## config.mk

```make
export PLATFORM = sky130hd
export DESIGN_NAME = wb_arbiter
export DESIGN_NICKNAME = d
export VERILOG_FILES = /design/src/rtl/wb_arbiter.sv
export SDC_FILE = /design/constraint.sdc
export NUM_CORES = 1
export LEC_CHECK = 0
export BUFFER_PORTS_ARGS = -buffer_cell sky130_fd_sc_hd__buf_2
export CAP_MARGIN = 20
export CORE_MARGIN = 2
export CORE_UTILIZATION = 50
export DETAILED_ROUTE_END_ITERATION = 8
export PLACE_DENSITY = 0.85
export SLEW_MARGIN = 5
export SYNTH_ARGS = -nofsm -noshare
export SYNTH_HDL_FRONTEND = slang
export SYNTH_SLANG_ARGS = --single-unit
```

## constraint.sdc

```tcl
create_clock -name clk -period 4.38 [get_ports clk]
set_clock_uncertainty 0.05 [all_clocks]
set_input_delay 0.876 -clock clk [delete_from_list [all_inputs] [get_ports clk]]
set_output_delay 0.876 -clock clk [all_outputs]
set_load 0.02 [all_outputs]
```

## src/rtl/wb_arbiter.sv

```systemverilog
// Register-file write-port arbiter: ALU results win the single write port, load
// results queue in a small FIFO, and a starvation counter forces periodic drains.
module wb_arbiter #(
  parameter int REGF_WIDTH   = 32,
  parameter int FIFO_DEPTH   = 2,
  parameter int STARVE_LIMIT = 4
) (
  input  logic                          clk,
  input  logic                          rst_n,
  input  logic                          alu_valid,
  input  logic [4:0]                    alu_rd,
  input  logic [REGF_WIDTH-1:0]         alu_data,
  output logic                          alu_stall,
  input  logic                          lsu_valid,
  output logic                          lsu_ready,
  input  logic [4:0]                    lsu_rd,
  input  logic [REGF_WIDTH-1:0]         lsu_data,
  output logic                          write_en,
  output logic [4:0]                    rsW,
  output logic [REGF_WIDTH-1:0]         write_data,
  output logic [$clog2(FIFO_DEPTH):0]   fifo_count
);

  localparam int PW = $clog2(FIFO_DEPTH);
  localparam int CW = PW + 1;
  localparam int SW = $clog2(STARVE_LIMIT + 1);
  localparam logic [CW-1:0] DEPTH_C = CW'(FIFO_DEPTH);
  localparam logic [SW-1:0] LIMIT_C = SW'(STARVE_LIMIT);

  logic [4:0]            r_mem_rd   [FIFO_DEPTH];
  logic [REGF_WIDTH-1:0] r_mem_data [FIFO_DEPTH];
  logic [PW-1:0]         r_wptr;
  logic [PW-1:0]         r_rptr;
  logic [CW-1:0]         r_count;
  logic [SW-1:0]         r_starve_cnt;
  logic                  r_alu_stall;
  logic                  r_write_en;
  logic [4:0]            r_rsw;
  logic [REGF_WIDTH-1:0] r_write_data;

  logic                  w_alu_grant;
  logic                  w_empty;
  logic                  w_lsu_ready;
  logic                  w_lsu_xfer;
  logic                  w_pop;
  logic                  w_bypass;
  logic                  w_push;
  logic                  w_grant;
  logic [4:0]            w_wr_rd;
  logic [REGF_WIDTH-1:0] w_wr_data;
  logic [SW-1:0]         w_starve_nxt;
  logic                  w_stall_set;
  logic [CW-1:0]         w_count_nxt;

  // While stalled, the ALU inputs are ignored entirely; rd=0 is never a request.
  assign w_alu_grant = alu_valid && (alu_rd != 5'd0) && !r_alu_stall;
  assign w_empty     = (r_count == '0);
  assign w_lsu_ready = rst_n && (r_count < DEPTH_C);
  assign w_lsu_xfer  = lsu_valid && w_lsu_ready;
  assign w_pop       = !w_alu_grant && !w_empty;
  assign w_bypass    = !w_alu_grant && w_empty && w_lsu_xfer && (lsu_rd != 5'd0);
  assign w_push      = w_lsu_xfer && (lsu_rd != 5'd0) && !w_bypass;

  always_comb begin
    w_grant   = 1'b0;
    w_wr_rd   = r_rsw;
    w_wr_data = r_write_data;
    if (w_alu_grant) begin
      w_grant   = 1'b1;
      w_wr_rd   = alu_rd;
      w_wr_data = alu_data;
    end else if (w_pop) begin
      w_grant   = 1'b1;
      w_wr_rd   = r_mem_rd[r_rptr];
      w_wr_data = r_mem_data[r_rptr];
    end else if (w_bypass) begin
      w_grant   = 1'b1;
      w_wr_rd   = lsu_rd;
      w_wr_data = lsu_data;
    end
  end

  // Starvation only accrues while loads are actually waiting behind ALU wins.
  always_comb begin
    w_starve_nxt = r_starve_cnt;
    w_stall_set  = 1'b0;
    if (w_pop || w_empty) begin
      w_starve_nxt = '0;
    end else if (w_alu_grant) begin
      if (r_starve_cnt + SW'(1) == LIMIT_C) begin
        w_starve_nxt = '0;
        w_stall_set  = 1'b1;
      end else begin
        w_starve_nxt = r_starve_cnt + SW'(1);
      end
    end
  end

  always_comb begin
    w_count_nxt = r_count;
    case ({w_push, w_pop})
      2'b10:   w_count_nxt = r_count + CW'(1);
      2'b01:   w_count_nxt = r_count - CW'(1);
      default: w_count_nxt = r_count;
    endcase
  end

  always_ff @(posedge clk or negedge rst_n) begin
    if (!rst_n) begin
      r_wptr       <= '0;
      r_rptr       <= '0;
      r_count      <= '0;
      r_starve_cnt <= '0;
      r_alu_stall  <= 1'b0;
      r_write_en   <= 1'b0;
      r_rsw        <= '0;
      r_write_data <= '0;
    end else begin
      if (w_push) r_wptr <= r_wptr + PW'(1);
      if (w_pop)  r_rptr <= r_rptr + PW'(1);
      r_count      <= w_count_nxt;
      r_starve_cnt <= w_starve_nxt;
      r_alu_stall  <= w_stall_set;
      r_write_en   <= w_grant;
      if (w_grant) begin
        r_rsw        <= w_wr_rd;
        r_write_data <= w_wr_data;
      end
    end
  end

  // Buffer payload needs no reset: occupancy alone defines which entries are live.
  always_ff @(posedge clk) begin
    if (w_push) begin
      r_mem_rd[r_wptr]   <= lsu_rd;
      r_mem_data[r_wptr] <= lsu_data;
    end
  end

  assign alu_stall  = r_alu_stall;
  assign lsu_ready  = w_lsu_ready;
  assign write_en   = r_write_en;
  assign rsW        = r_rsw;
  assign write_data = r_write_data;
  assign fifo_count = r_count;

endmodule

```

==> results.sh <==
export IMPL_status="completed"
export IMPL_hp_class="reg2reg"
export IMPL_ys_types=30
export IMPL_worst_pin_slew_ns=0.898
export IMPL_drive_gt1_frac=0.470
export IMPL_worstSetupPathType="reg2reg"
export IMPL_fp_dieH_microns=107
export IMPL_fmax_mhz=352
export IMPL_p_total_mw=4.66
export IMPL_drv_cap=0
export IMPL_crit_cells=4
export IMPL_clock_sinks=120
export IMPL_clockBufferDepth=2
export IMPL_crit_slowest_cell="dfrtp_2"
export IMPL_clk_latency_ns=0.51
export IMPL_setup_viol=0
export IMPL_post_cts_buffers=0
export IMPL_wl_per_cell_microns=19.0
export IMPL_r2r_cells=4
export IMPL_arrival_ns=2.96
export IMPL_fin_nets=560
export IMPL_antenna_left=0
export IMPL_dpl_hpwl_microns=7370
export IMPL_grt_pass1_wl_microns=18700
export IMPL_rows=37
export IMPL_maxSlewViolCount=0
export IMPL_hold_path_end="r_starve_cnt[0]"
export IMPL_critPathLaunchType="flop"
export IMPL_synth_warnings=0
export IMPL_regToRegSetupSlack_ns=1.54
export IMPL_die_area_sq_um=11600
export IMPL_end_kind="flop"
export IMPL_crit_buf_inv=1
export IMPL_grt_pass1_vias=3682
export IMPL_synthToLayoutAreaGrowth_pct=24.4
export IMPL_final_min_clock_period_ns=2.84
export IMPL_holdWs_ns=0.439
export IMPL_vias_per_cell=5.53
export IMPL_io_buffers=119
export IMPL_place_ws_ns=1.19
export IMPL_synthesis_nets=439
export IMPL_grt_ovfl_total=0
export IMPL_top_level_ports=120
export IMPL_synthCells=358
export IMPL_nFillCells=775
export IMPL_utilization=0.642
export IMPL_htreeDepth=4
export IMPL_yosysSeqAreaShare=0.630
export IMPL_drc=0
export IMPL_clkTransAtPathRegs_ns=0.05
export IMPL_hold_viol_final=0
export IMPL_fin_crit_sh=0.649
export IMPL_drtIter0Drc=141
export IMPL_leakagePower_nw=2.78
export IMPL_crit_chain="nor2_1, a21o_1, nor2_4, buf_4"
export IMPL_firstDrtPassIters=4
export IMPL_maxSlewHeadroom=0.402
export IMPL_rsz0062_at_grt="no"
export IMPL_start_util=0.516
export IMPL_ys_ff_latch=120
export IMPL_cts_tree="built"
export IMPL_die_w_microns=107
export IMPL_r2r_start="fifo_count[0]"
export IMPL_root_buffer="clkbuf_8"
export IMPL_setup_ws_ns=1.54
export IMPL_final_setup_tns_ns=0
export IMPL_worst_ir_drop_vdd_uv=324
export IMPL_syn_avg_cell_area_sq_um=15.0
export IMPL_hold_depth=1
export IMPL_cts_resized=0
export IMPL_critPathMaxFanout=42
export IMPL_crit_family="flip-flops"
export IMPL_place_congestion=0.721
export IMPL_antenna_cells=0
export IMPL_power_density_nw_per_um2=700
export IMPL_hp_start="r_starve_cnt[0]"
export IMPL_antenna_found_initial=0
export IMPL_cts_hold_buffers_added=0
export IMPL_r2r_end="r_mem_data[1][21]"
export IMPL_track_usage=0.217
export IMPL_synth_area_sq_um=5350
export IMPL_core_sq_um=10400
export IMPL_wl_microns=11900
export IMPL_worst_ep_required_time_ns=4.50
export IMPL_numCtsBuffers=17
export IMPL_grt_max_degree=47
export IMPL_max_stage_delay_ns=0.95
export IMPL_num_vias=3470
==> layout make-up <==
class	count	area, sq um	share of cell area
clock buffers	21	429	0.0644
clock inverters	11	130	0.0195
flip-flops and latches	120	3380	0.507
well taps	136	170	0.0255
inverters	1	3.75	0.000563
repair buffers	126	673	0.101
multi-input cells	213	1880	0.282
==> sequential cells by signal (all words and copies together) (netlist names), 2 cells and up <==
signal / count
fifo_count: 2
r_mem_data: 64
r_mem_rd: 10
r_starve_cnt: 3
rsW: 5
write_data: 32
==> worst max path at each step <==
stage,startpoint,end
finish,fifo_count[0],r_mem_data[1][21]
global route,fifo_count[0],r_mem_rd[1][1]
CTS,fifo_count[0],r_mem_rd[1][1]
detailed placement,alu_rd[3],fifo_count[1]
global placement,alu_rd[3],fifo_count[1]
floorplan,alu_valid,r_mem_data[0][0]
==> layout by cell type, fill, tap and decap left out <==
cell and instances:
clkbuf_1 4, nor3_1 38, xor2_1 3, a21o_1 1
a22o_1 2, clkbuf_8 1, nor2b_1 2, clkbuf_16 16
inv_1 1, clkinv_2 2, nor2_4 2, nand3_2 1
bufinv_16 3, nor4b_1 2, a21oi_1 37, nor3b_1 1
or4_4 1, o211ai_1 1, nand2_1 1, clkinvlp_4 2
or2_2 1, dfrtp_2 3, mux2i_1 37, buf_12 2
dfrtp_1 43, o21ai_4 1, xnor2_1 3, and2_1 1
mux2_2 53, ha_1 3, buf_4 5, nor2_1 2
or4_1 1, buf_2 119, mux2_4 19, clkinv_1 4
edfxtp_1 74
==> stage by stage <==
step,cells,area [sq um]
after floorplan,358,5350
after global placement,595,6080
after detailed placement,595,6080
after CTS,627,6640
after global routing,628,6660
final,628,6660
==> power by group <==
part	internal, mW	leakage [nW]	switching, mW	total (mW)
Combinational	0.737	1.30	0.854	1.59
Clock	0.855	0.266	0.466	1.32
Sequential	1.49	1.21	0.257	1.75
Total	3.08	2.78	1.58	4.66
==> worst register-to-register path, stage by stage, from the launching register on <==
cell     delay, ns
dfrtp_2       0.95
nor2_1        0.32
a21o_1        0.36
nor2_4        0.38
buf_4         0.44
==> logic make-up (layout without fill, tap and decap cells) <==
family / after synthesis / in the layout / synth area share
DFF: 120 / 120 / 0.630
muxes: 109 / 109 / 0.234
and+or+nand+nor: 53 / 53 / 0.0528
AOI/OAI and AO/OA: 42 / 42 / 0.0437
buffers and inverters: 25 / 159 / 0.0227
xor gates and xnor gates: 6 / 6 / 0.00982
adders and majority gates: 3 / 3 / 0.00701
==> layer usage <==
| metal | vias up | wire (microns) | track usage | part of all wire |
|---|---|---|---|---|
| met3 | 18 | 759 | 0.0684 | 0.064 |
| li1 | 1599 | - | - | - |
| met2 | 118 | 5870 | 0.353 | 0.49 |
| met4 | 0 | 193 | 0.0852 | 0.016 |
| met5 | - | 0 | 0 | 0 |
| met1 | 1735 | 5130 | 0.270 | 0.43 |
==> Yosys cell counts <==
| cell | instances | share of area |
|---|---|---|
| a21o_1 | 1 | 0.0014 |
| a21oi_1 | 37 | 0.035 |
| a22o_1 | 2 | 0.0033 |
| and2_1 | 1 | 0.0012 |
| buf_1 | 2 | 0.0014 |
| buf_2 | 7 | 0.0065 |
| buf_4 | 1 | 0.0014 |
| buf_6 | 2 | 0.0042 |
| clkbuf_1 | 12 | 0.0084 |
| dfrtp_1 | 46 | 0.22 |
| edfxtp_1 | 74 | 0.42 |
| ha_1 | 3 | 0.0070 |
| inv_1 | 1 | 0.00070 |
| mux2_2 | 53 | 0.11 |
| mux2_4 | 19 | 0.053 |
| mux2i_1 | 37 | 0.069 |
| nand2_1 | 1 | 0.00070 |
| nand3_1 | 1 | 0.00093 |
| nor2_1 | 4 | 0.0028 |
| nor2b_1 | 2 | 0.0023 |
| nor3_1 | 38 | 0.036 |
| nor3b_1 | 1 | 0.0014 |
| nor4b_1 | 2 | 0.0033 |
| o211ai_1 | 1 | 0.0014 |
| o21ai_4 | 1 | 0.0030 |
| or2_2 | 1 | 0.0012 |
| or4_1 | 1 | 0.0014 |
| or4_4 | 1 | 0.0021 |
| xnor2_1 | 3 | 0.0049 |
| xor2_1 | 3 | 0.0049 |
Note: power is estimated with default switching activity, not from simulation.
